### src/rtl/tia_multiphase_clock.sv
// N-phase, non-overlapping one-hot phase clock generator derived from a single master clock.
// The default parameters reproduce the legacy TIA biphase sequence: phi2, gap, phi1, gap.
module tia_multiphase_clock #(
  parameter int PHASES      = 2,
  parameter int HIGH_CYCLES = 1,
  parameter int GAP_CYCLES  = 1,
  localparam int IW = ($clog2(PHASES) > 1) ? $clog2(PHASES) : 1
) (
  input  logic              clk,
  input  logic              r,
  input  logic              en,
  output logic [PHASES-1:0] phi,
  output logic              rl,
  output logic [IW-1:0]     phase_idx,
  output logic              wrap
);

  localparam int CMAX = (HIGH_CYCLES > GAP_CYCLES) ? HIGH_CYCLES : GAP_CYCLES;
  localparam int CW   = ($clog2(CMAX) > 1) ? $clog2(CMAX) : 1;

  localparam logic [CW-1:0] HI_LAST  = CW'(HIGH_CYCLES - 1);
  localparam logic [CW-1:0] GAP_LAST = CW'(GAP_CYCLES - 1);
  localparam logic [IW-1:0] TOP_IDX  = IW'(PHASES - 1);

  localparam logic [1:0] ST_RST = 2'd0;
  localparam logic [1:0] ST_HI  = 2'd1;
  localparam logic [1:0] ST_GAP = 2'd2;

  logic [1:0]        state_q, state_d;
  logic [CW-1:0]     cnt_q, cnt_d;
  logic [PHASES-1:0] phi_q, phi_d;
  logic              rl_q, rl_d;
  logic [IW-1:0]     idx_q, idx_d;
  logic              wrap_q, wrap_d;
  logic [IW-1:0]     next_idx_s;

  function automatic logic [PHASES-1:0] onehot(input logic [IW-1:0] idx);
    onehot = {{(PHASES-1){1'b0}}, 1'b1} << idx;
  endfunction

  assign next_idx_s = (idx_q == {IW{1'b0}}) ? TOP_IDX : (idx_q - IW'(1));

  // Next-state logic: reset beats everything, en=0 freezes all state and silences wrap.
  always_comb begin
    state_d = state_q;
    cnt_d   = cnt_q;
    phi_d   = phi_q;
    rl_d    = rl_q;
    idx_d   = idx_q;
    wrap_d  = 1'b0;
    if (r) begin
      state_d = ST_RST;
      cnt_d   = {CW{1'b0}};
      phi_d   = {PHASES{1'b0}};
      rl_d    = 1'b1;
      idx_d   = TOP_IDX;
    end else if (en) begin
      case (state_q)
        ST_RST: begin
          state_d = ST_HI;
          cnt_d   = {CW{1'b0}};
          rl_d    = 1'b0;
          idx_d   = TOP_IDX;
          phi_d   = onehot(TOP_IDX);
        end
        ST_HI: begin
          if (cnt_q == HI_LAST) begin
            state_d = ST_GAP;
            cnt_d   = {CW{1'b0}};
            phi_d   = {PHASES{1'b0}};
          end else begin
            cnt_d = cnt_q + CW'(1);
          end
        end
        ST_GAP: begin
          if (cnt_q == GAP_LAST) begin
            state_d = ST_HI;
            cnt_d   = {CW{1'b0}};
            idx_d   = next_idx_s;
            phi_d   = onehot(next_idx_s);
            // Leaving phase 0's gap starts a new full rotation.
            wrap_d  = (idx_q == {IW{1'b0}});
          end else begin
            cnt_d = cnt_q + CW'(1);
          end
        end
        default: begin
          state_d = ST_RST;
          cnt_d   = {CW{1'b0}};
          phi_d   = {PHASES{1'b0}};
          rl_d    = 1'b1;
          idx_d   = TOP_IDX;
        end
      endcase
    end else begin
      wrap_d = 1'b0;
    end
  end

  // State and output registers.
  always_ff @(posedge clk) begin
    state_q <= state_d;
    cnt_q   <= cnt_d;
    phi_q   <= phi_d;
    rl_q    <= rl_d;
    idx_q   <= idx_d;
    wrap_q  <= wrap_d;
  end

  assign phi       = phi_q;
  assign rl        = rl_q;
  assign phase_idx = idx_q;
  assign wrap      = wrap_q;

endmodule

### config.mk
export PLATFORM = sky130hd
export DESIGN_NAME = tia_multiphase_clock
export DESIGN_NICKNAME = d
export VERILOG_FILES = /design/src/rtl/tia_multiphase_clock.sv
export SDC_FILE = /design/constraint.sdc
export NUM_CORES = 1
export LEC_CHECK = 0
export CAP_MARGIN = 40
export CORE_AREA = 2 2 39 41
export CTS_BUF_LIST = sky130_fd_sc_hd__clkbuf_2 sky130_fd_sc_hd__clkbuf_4 sky130_fd_sc_hd__clkbuf_8
export CTS_CLUSTER_SIZE = 12
export DETAILED_ROUTE_END_ITERATION = 8
export DIE_AREA = 0 0 41 43
export REMOVE_ABC_BUFFERS = 1
export SLEW_MARGIN = 20
export SYNTH_ARGS = -nofsm -noshare
export SYNTH_HDL_FRONTEND = slang
export SYNTH_SLANG_ARGS = --single-unit
### constraint.sdc
create_clock -name clk -period 1.4 [get_ports clk]
set_input_delay 0.28 -clock clk [delete_from_list [all_inputs] [get_ports clk]]
set_output_delay 0.28 -clock clk [all_outputs]
set_load 0.005 [all_outputs]
# After elaboration in Yosys (flattened, before gate mapping)
# Cells that the tools add are included.
[op_classes]
n_shift = 1
n_reduce_logical = 6
add_sub_neg = 2
bitwise_logic = 5
mux = 12
eq_ne = 4
[op_table]
columns = ["operator", "n"]
rows = [
  ["2-bit case mux with 3 select lines", 2],
  ["2-bit two-way mux", 4],
  ["3-bit AND reduction", 2],
  ["1-bit inverter", 5],
  ["1-bit two-way mux", 4],
  ["2-bit inequality test, second input constant", 2],
  ["1-bit case mux with 2 select lines", 2],
  ["4-bit OR reduction", 1],
  ["2-bit by 1-bit equality test with 1-bit output, second input constant", 1],
  ["2-bit equality test, second input constant", 1],
  ["2-bit logical NOT", 1],
  ["2-bit AND reduction", 1],
  ["2-bit OR reduction", 1],
  ["1-bit by 1-bit left shift with 2-bit output, first input constant", 1],
  ["1-bit adder, second input constant", 1],
  ["1-bit subtractor, second input constant", 1],
]
[word_totals]
ff_bits = 8
inputBits = 3
elab_cells = 36

# Logic depth before layout (Yosys ltp)
# Gate-level depths: netlist of the first run.
[logic_depth]
depth_word = 5
mapped_depth = 5

# Least setup slack after synthesis of the first run
# Ideal clock, no wire load.
[synth_path]
kind = "flip-flop to flip-flop"
start = "register state_q[0]"
end = "register rl_q, in the netlist rl"
t_arrival_ns = 1.059
synth_period_minus_slack_ns = 1.179
stages_incl_launch_ff = 5
slack_ns = 0.221
path_buffers = 0
required_time_ns = 1.280
cell_sequence = "dfxtp_1 inv_1 ha_1 nand2b_4 a211o_1"
[synth_between]
elab_chain_len = 4
word_cells_on_any_way = 7
classes_between = "2 x eq/ne; 1 x mux; 1 x bitwise; 3 x reduce/logical"
[synth_rtl]
columns = ["element", "line_no", "rtl"]
rows = [
  ["start, declared", "29", "logic [1:0] state_q, state_d;"],
  ["start signal, assigned", "102", "state_q <= state_d;"],
  ["2-bit equality test / 2-bit by 1-bit equality test with 1-bit output (equally long branches)", "58", "case (state_q)"],
  ["2-bit OR reduction (no line)", "-", ""],
  ["1-bit inverter (no line)", "-", ""],
  ["2-bit AND reduction (no line)", "-", ""],
  ["end signal, assigned", "105", "rl_q <= rl_d;"],
  ["end, declared", "32", "logic rl_q, rl_d;"],
]
# Several ways; a longest one is shown, not always the timed one.
# A chain may end at the register's enable or synchronous reset.

# Final worst setup path of the first run
[layout_path]
start = "register rl_q, in the netlist rl"
end = "output rl"
[layout_lines]
columns = ["element", "line_no", "rtl"]
rows = [
  ["end, declared", "13", "output logic rl,"],
]
# No word-level cell between the ends.

==> run metrics, run 1 <==
CTS Buffer Depth=2; Num CTS Buffers=3; htree depth=1; Final Hold Viols=0; post-detail-place hpwl=438 µm; Core ar.=1380 µm²; Vias/cell=4.17; TritonCTS clock tree=built; num rows=14; Post-DRT Antenna Nets=0; critical path startpoint category=register; leading cell types by count after synthesis=7 x dfxtp_1, 5 x nor2_1, 3 x a21oi_1, 3 x ha_1, 3 x inv_1; DR iter-0 viols=2; final setup fails=0; # Post-CTS Setup Buffers=0; status=finished clean; Die W=approximately 41 µm; Synth Area per Inst=10.2 µm²; Unique masters post-synth=13; crit path time final=1.34 ns; slowest stage delay, CP=0.49 ns; maximum vdd drop=329 µV; Final Slew Violations=0; Worst-Margin Slew=0.258 ns; drt wl/cell=9.30 µm; P_sw=roughly 0.00012 W; vias in the first global route=217; worst slack at placement=about 0.029 ns; All-Layer GR Usage=7.24%; Sw Share=23.1%; Clock Skews=about 0.00081 ns; slowest stage cell on the critical path=clkdlybuf4s50_1; WP data arrival=about 1.1 ns; worst setup margin=0.0559 ns; Clk pwr share=40.0%; leakage=between 0.2 and 0.25 nW; CTS clk-pin slew, worst paths=0.05 ns; crit path capture type=output pin; TNS Setup=0 ns; initial antenna violation count=0; Gate power share=between 10% and 20%; share of power burned in registers=~44%; WL final=558 µm; CP top delay family=buffers and inverters; RSZ-0062 raised after global routing=no; register area share after synthesis=a little over two fifths; Buffers & Inverters on Critical Path=1; EDFF count, synth=0; share of the synthesized area in the top cell type=approximately 43%; Cell Int Power=slightly below 0.0004 W; CP Data Required Time=around 1.1 ns; Worst-Skew Late Latency=0.25 ns; Register Area=144 µm²; Synthesis Warnings=0; GPL Wtd Cong=0.717; Fmax=0.744 GHz; Seq cells post-synth=7; Layout area overhead=40.8%; multi-input combinational cell area=163 µm²; critical path type=register to output pin; Residual DRC=0; Final #Nets=51; Tcrit/Tclk final=96.0%; maxcap violations=0; first-pass GRT wire length=862 µm; global route total overflow=0; chip height=43 µm; vias=250; Post-Syn Area=325 µm²; Max transition margin=82.7%; largest net degree at the start of global routing=8; total die area=1760 µm²; CTS sink count=7; ranking of synthesized cells by area=dfxtp_1 43%, ha_1 12%, nand2b_4 8.5%; io pins=8; Most used DFF post-synth=dfxtp_1; Power Total=0.000506 W; asr flop ratio synth=0%; input/output buffers=7; Initial Util=23.5%; CP Cell Sequence=clkdlybuf4s50_1; worst-path fanout max=2; most frequent cell after synthesis=dfxtp_1; layout cells sized above 1=20.5%; post-synth top area cell=dfxtp_1; Power Density=1100 nW/µm²; diode count=0; CTS root buf=clkbuf_4; filler instances=152; worst hold path type=register to register; cells after synthesis=32; Detailed Routing Iterations Pass 1=2
==> placed cells by master, fill, tap and decap left out <==
master	netlist	layout
a211o_1	2	2
a211oi_1	2	2
a21oi_1	3	3
buf_4	0	2
clkbuf_4	0	4
clkdlybuf4s50_1	0	5
dfxtp_1	7	6
dfxtp_4	0	1
dlymetal6s2s_1	0	2
ha_1	3	3
inv_1	3	3
mux2i_1	1	1
nand2b_1	1	1
nand2b_4	2	2
nand3_1	1	1
nor2_1	5	5
nor4bb_1	1	1
==> power groups by stage <==
| stage | Sequential (W) | Combinational, W | Clock (W) |
|---|---|---|---|
| 3_5_place_dp | 0.000226 | 0.0000846 | 0 |
| 2_1_floorplan | 0.000226 | 0.0000422 | 0 |
| 3_3_place_gp | 0.000226 | 0.0000818 | 0 |
| 4_1_cts | 0.000221 | 0.0000848 | 0.000206 |
| 6_report | 0.000221 | 0.0000822 | 0.000202 |
| 5_1_grt | 0.000223 | 0.0000906 | 0.000223 |
==> stage by stage <==
step                      hold slack (ns)  cells  util (%)  instance area, µm²
final                               0.463     60      33.1                 458
after global routing                0.478     60      33.1                 458
after CTS                           0.467     60      32.7                 453
after detailed placement            0.465     56      30.3                 419
after global placement              0.445     56      30.3                 419
after floorplan                     0.349     31         -                 314
==> cell type report <==
| cell class | count | share of cell area (%) |
|---|---|---|
| Sequential cell | 7 | 31.4 |
| Multi-Input combinational cell | 21 | 35.5 |
| Timing Repair Buffer | 9 | 19.7 |
| Clock buffer | 4 | 6.56 |
| Tap cell | 16 | 4.37 |
| Inverter | 3 | 2.46 |
==> path summary, 6_finish.rpt <==
path / start / to / slack (ns) / cells after the start
worst max-delay path: rl$_SDFFE_PP1P_ / rl / 0.06 / 1
worst min-delay path: phase_idx$_SDFFE_PP1P_ / wrap$_SDFF_PP0_ / 0.46 / 1
worst max register to register: state_q[0]$_SDFFE_PP0P_ / rl$_SDFFE_PP1P_ / 0.14 / 4
worst min register to register: phase_idx$_SDFFE_PP1P_ / wrap$_SDFF_PP0_ / 0.46 / 1
==> flip-flops by register name, indices dropped and copies added, names as in the netlist <==
| signal | count |
|---|---|
| wrap | 1 |
| phase_idx | 1 |
| rl | 1 |
| phi | 2 |
| state_q | 2 |
==> per-layer routing <==
metal / part of all wire (%) / global-route usage, % / vias to the layer above
li1: - / - / 132
met3: 6.8 / 1.57 / 3
met1: 49 / 11.0 / 107
met2: 42 / 9.06 / 8
met5: 0 / 0 / -
met4: 2.3 / 4.00 / 0
==> cells by family after synthesis <==
group,after synthesis,synth area share [%]
buf+inv,4,6.92
simple gates,10,20.8
fa+ha+maj,3,11.5
compound gates,7,14.6
mux,1,3.08
flops,7,43.1
==> timing repair <==
item | 4_1_cts | 5_1_grt
setup endpoints to repair | 1 | 2
gates resized for setup | 2 | 2
hold buffers | 0 | 0
No activity file was read; power rests on OpenSTA's default activity.
==> run 2: changes to the inputs <==
--- a/config.mk
+++ b/config.mk
@@ -8,7 +8,7 @@
 export CAP_MARGIN = 40
 export CORE_AREA = 2 2 39 41
 export CTS_BUF_LIST = sky130_fd_sc_hd__clkbuf_2 sky130_fd_sc_hd__clkbuf_4 sky130_fd_sc_hd__clkbuf_8
-export CTS_CLUSTER_SIZE = 12
+export CTS_CLUSTER_SIZE = 14
 export DETAILED_ROUTE_END_ITERATION = 8
 export DIE_AREA = 0 0 41 43
 export REMOVE_ABC_BUFFERS = 1
==> results of run 2 <==
The final DEF is identical to that of run 1; final timing and power are the same.
==> run 3: changes to the inputs <==
--- a/config.mk
+++ b/config.mk
@@ -11,8 +11,9 @@
 export CTS_CLUSTER_SIZE = 14
 export DETAILED_ROUTE_END_ITERATION = 8
 export DIE_AREA = 0 0 41 43
+export GPL_ROUTABILITY_DRIVEN = 0
 export REMOVE_ABC_BUFFERS = 1
-export SLEW_MARGIN = 20
+export SLEW_MARGIN = 10
 export SYNTH_ARGS = -nofsm -noshare
 export SYNTH_HDL_FRONTEND = slang
 export SYNTH_SLANG_ARGS = --single-unit
==> results of run 3 <==
The final DEF is identical to that of run 1; final timing and power are the same.
==> patch 1: new RTL, flow settings as in run 1 <==
Change the parameter `PHASES` from 2 to 4.
--- a/src/rtl/tia_multiphase_clock.sv
+++ b/src/rtl/tia_multiphase_clock.sv
@@ -2,5 +2,5 @@
 // The default parameters reproduce the legacy TIA biphase sequence: phi2, gap, phi1, gap.
 module tia_multiphase_clock #(
-  parameter int PHASES      = 2,
+  parameter int PHASES      = 4,
   parameter int HIGH_CYCLES = 1,
   parameter int GAP_CYCLES  = 1,
Interface: changed (resized phase_idx and phi); port bits go from 8 to 11. The function was not compared with the original's and may differ.
==> patch 1 against run 1 <==
  * Routed wire length grew 72%
  * Area after synthesis grew 59%
  * First-iteration DRC count unchanged
  * Non-clock buffer count rose by 8
  * Sequential cell count grew 3
  * Final area is 58% higher
  * Die area unchanged
  * Setup slack worse by 17 ps
  * Power rose by 30%
  * Sequential power up 37%
  * Critical path depth unchanged
  * Critical path type unchanged
  * Highest routed layer unchanged
==> patch 1: results (changes against run 1) <==
[run_status]
status=finished clean

[sta]
tightest_slew_ps=296  ; +38.0 ps
fin_worst_skew_ps=5.97  ; +5.16 ps

[power_and_ir_drop]
intPower_mw=0.503  ; +29%
peakVddDrop_v=0.000543  ; +65%
p_leak_nw=0.398  ; +90%

[global_route]
grt_first_pass_wirelength_um=1610  ; +87%
grt_pass1_vias=393  ; +81%
grt_usage_pct=14.0  ; +6.7 points
grt_max_degree=9  ; +1
antenna_found_initial=0  ; unchanged

[critical_path]
cp.arrival_ps=1080  ; +20 ps
critPathSlowestCell=clkdlybuf4s50_1
slowest_delay_ps=490  ; about the same
crit_family=buffers and inverters

[synth]
yosys_warnings=0  ; unchanged
ys_seq_area_share_pct=38.7  ; -4.3 points
synth_cell_types=18  ; +5
yosys-top-cells-count=dfxtp_1, ha_1, nand2b_1
synth.area.top_cells=dfxtp_1, ha_1, nand2b_1

[clock_network]
clock_latency_ps=270  ; +20 ps
ctsLongestPathBuffers=2  ; unchanged
clock-root-buffer=clkbuf_4

[detailed_routing]
wl_per_cell_um=11.2  ; +20%
via_per_inst=4.58  ; +10%
drt_iter0_markers=2  ; unchanged

[finish]
final_layout_size_suffix_gt1_share_pct=28.6  ; +8.1 points
nets=81  ; +59%

[placement]
dpl_cell_area_um2=653  ; +56%
place_hpwl_um=730  ; +67%
globalplace.congestion=0.682  ; -4.9%
port_buffers=10  ; +3

## patch 1: cells by family after synthesis
logic type / Yosys count / share of synthesized area, %
flops: 10 / 38.7
mux: 2 / 3.87
compound gates: 8 / 13.6
buf+inv: 7 / 7.02
simple gates: 18 / 19.9
fa+ha+maj: 7 / 16.9
## patch 1: power by group through the flow
stage / clock network [mW] / logic [mW] / registers [mW]
finish: 0.262 / 0.0911 / 0.303
CTS: 0.270 / 0.0940 / 0.304
global route: 0.285 / 0.101 / 0.305
global placement: 0 / 0.0929 / 0.310
detailed placement: 0 / 0.0926 / 0.310
floorplan: 0 / 0.0448 / 0.310
## patch 1: what timing repair did
action	CTS	global route
resized for setup	3	7
endpoints found under the setup margin	3	7
buffers inserted	2	0
## patch 1: layout make-up
| cell class | count | area (um2) |
|---|---|---|
| sequential | 10 | 204 |
| multi-input combinational | 35 | 280 |
| tap | 16 | 20.0 |
| clock buffer | 4 | 36.3 |
| inverter | 4 | 15.0 |
| fill | 126 | 658 |
| timing repair buffer | 17 | 170 |
## patch 1: per-layer routing
layer  track usage (%)  part of all wire (%)  wire length [um]
met2              20.6                    49               468
met4              8.00                   1.5                14
met1              16.7                    47               450
met3              4.71                   2.8                27
met5                 0                     0                 0
## patch 1: path summary, 6_finish.rpt
check,to,startpoint,depth (start not counted),slack (ps)
min,phi[0],phi[0],2,460
max,phase_idx[1],phase_idx[1],1,40
min reg2reg,phi[0],phi[0],2,460
max reg2reg,rl,state_q[0],4,110
## patch 1: stage by stage
step | utilization (%) | instances | setup TNS (ps) | setup slack (ps)
floorplan | - | 49 | 0 | 189
global placement | 47.2 | 80 | 0 | 32.9
detailed placement | 47.2 | 80 | 0 | 30.6
CTS | 51.2 | 86 | 0 | 10.3
global route | 52.4 | 86 | -0.637 | -0.637
finish | 52.4 | 86 | 0 | 39.3
==> patch 2: new RTL, settings of run 1 <==
Without the edit above. Register the inputs `r` and `en` before use, without a reset. The logic sees them one clock later.
--- a/src/rtl/tia_multiphase_clock.sv
+++ b/src/rtl/tia_multiphase_clock.sv
@@ -27,4 +27,12 @@
   localparam logic [1:0] ST_GAP = 2'd2;
 
+  logic r_q;
+  logic en_q;
+
+  always_ff @(posedge clk) begin
+    r_q  <= r;
+    en_q <= en;
+  end
+
   logic [1:0]        state_q, state_d;
   logic [CW-1:0]     cnt_q, cnt_d;
@@ -49,5 +57,5 @@
     idx_d   = idx_q;
     wrap_d  = 1'b0;
-    if (r) begin
+    if (r_q) begin
       state_d = ST_RST;
       cnt_d   = {CW{1'b0}};
@@ -55,5 +63,5 @@
       rl_d    = 1'b1;
       idx_d   = TOP_IDX;
-    end else if (en) begin
+    end else if (en_q) begin
       case (state_q)
         ST_RST: begin
Formal check against the unedited RTL: not equivalent (Yosys sat finds a counterexample within 4 cycles, from zero or initial values).
==> patch 2 against run 1 <==
  * Area after synthesis grew 12%
  * Final area is 7.1% higher
  * Power increased by 14%
  * Setup slack got worse by 16 ps
  * First-iteration DRC count is 50% lower
  * Largest cell class is now flip-flops and latches
  * Register-to-register slack improved by 30 ps
  * Sequential cell count rose by 2
  * Core utilization increased by 2.4 points
  * Routed wire length is 2.3% lower
  * Sequential share of layout area is 5.6 points higher
  * Synthesized cell count up 6.3%
==> patch 2: results (changes against run 1) <==
[global_route]
met2_usage_pct=12.5  ; +3.4 points
use_met3_pct=7.85  ; +6.3 points
grt_pass1_vias=243  ; +12%
grt_first_pass_wirelength_um=903  ; +4.8%
grt_max_degree=11  ; +3
grt_usage_pct=8.26  ; +1.0 points
met1_usage_pct=6.82  ; -4.2 points

[critical_path]
rrSetupSlack_ps=170  ; +30 ps
cp.arrival_ps=1080  ; +20 ps
crit_family=buffers and inverters

[detailed_routing]
via_per_inst=4.25  ; +1.9%
drt_iter0_markers=1  ; -1
drt-met1-wl_um=241  ; -11%
routed_wl_um=545  ; -2.3%
wl_met2_um=241  ; +3.4%
top_layer=met3
routed-wl-met3_um=62  ; +63%

[run_status]
status=finished clean

[finish]
nets=52  ; +2.0%
clock_cell_area_share_pct=6.12  ; -0.43 points
final_layout_size_suffix_gt1_share_pct=17.8  ; -2.7 points
bufAreaShareNonClock_pct=17.3  ; -2.3 points
buffers=8  ; -1
n_fill_cell=145  ; -4.6%

[worst_hold_path]
min_path_type=primary input to flip-flop

[sta]
tightest_slew_ps=437  ; +179 ps
min_period_ps=1360  ; +15.6 ps
whs_ps=461  ; -2.11 ps
fin_worst_skew_ps=4.18  ; +3.38 ps

[placement]
globalplace.congestion=0.695  ; -3.1%
dp_slack_ps=158  ; +129 ps

[synth]
yosys-top-cells-count=dfxtp_1, nor2_1, a21oi_1, ha_1, inv_1
synthXorXnorAreaFrac_pct=0  ; unchanged
synthMuxAreaShare_pct=2.74  ; -0.34 points
synthAdderAreaFrac_pct=10.3  ; -1.3 points
synth_compound_area_share_pct=13.0  ; -1.6 points
synth.area.top_cells=dfxtp_1, ha_1, nand2b_4

[power_and_ir_drop]
peakVddDrop_v=0.000544  ; +65%
p_leak_nw=0.245  ; +17%

[clock_network]
clock_latency_ps=260
clock-sinks=9  ; +2

## patch 2: cell count changes after synthesis
cell and change:
dfxtp_1 +2
## patch 2: timing repair
action                     in CTS  in global routing
setup endpoints to repair       1                  3
buffers inserted                1                  0
pin swaps                       0                  0
gates resized for setup         1                  3
## patch 2: path summary, 6_finish.rpt
path,to,start
worst min register to register,rl,rl
worst min-delay path,en_q,en
worst max-delay path,phi[1],phi[1]
worst max register to register,rl,state_q[0]
## patch 2: worst reg2reg max path, stage by stage, from the launching register on
cell      delay (ps)
dfxtp_1          350
inv_1             70
ha_1             280
nand2b_4         140
a211o_1          290
## patch 2: report_power, final
group          switching (mW)  total, mW  internal [mW]  leakage [nW]
Combinational          0.0264     0.0738         0.0474         0.153
Clock                  0.0872      0.216          0.129        0.0184
Sequential             0.0152      0.288          0.273        0.0741
Total                   0.129      0.578          0.449         0.245
## patch 2: stage by stage
stage               cell area [um2]  instances
global route                    490         61
global placement                444         56
floorplan                       354         33
CTS                             483         61
detailed placement              444         56
finish                          490         61
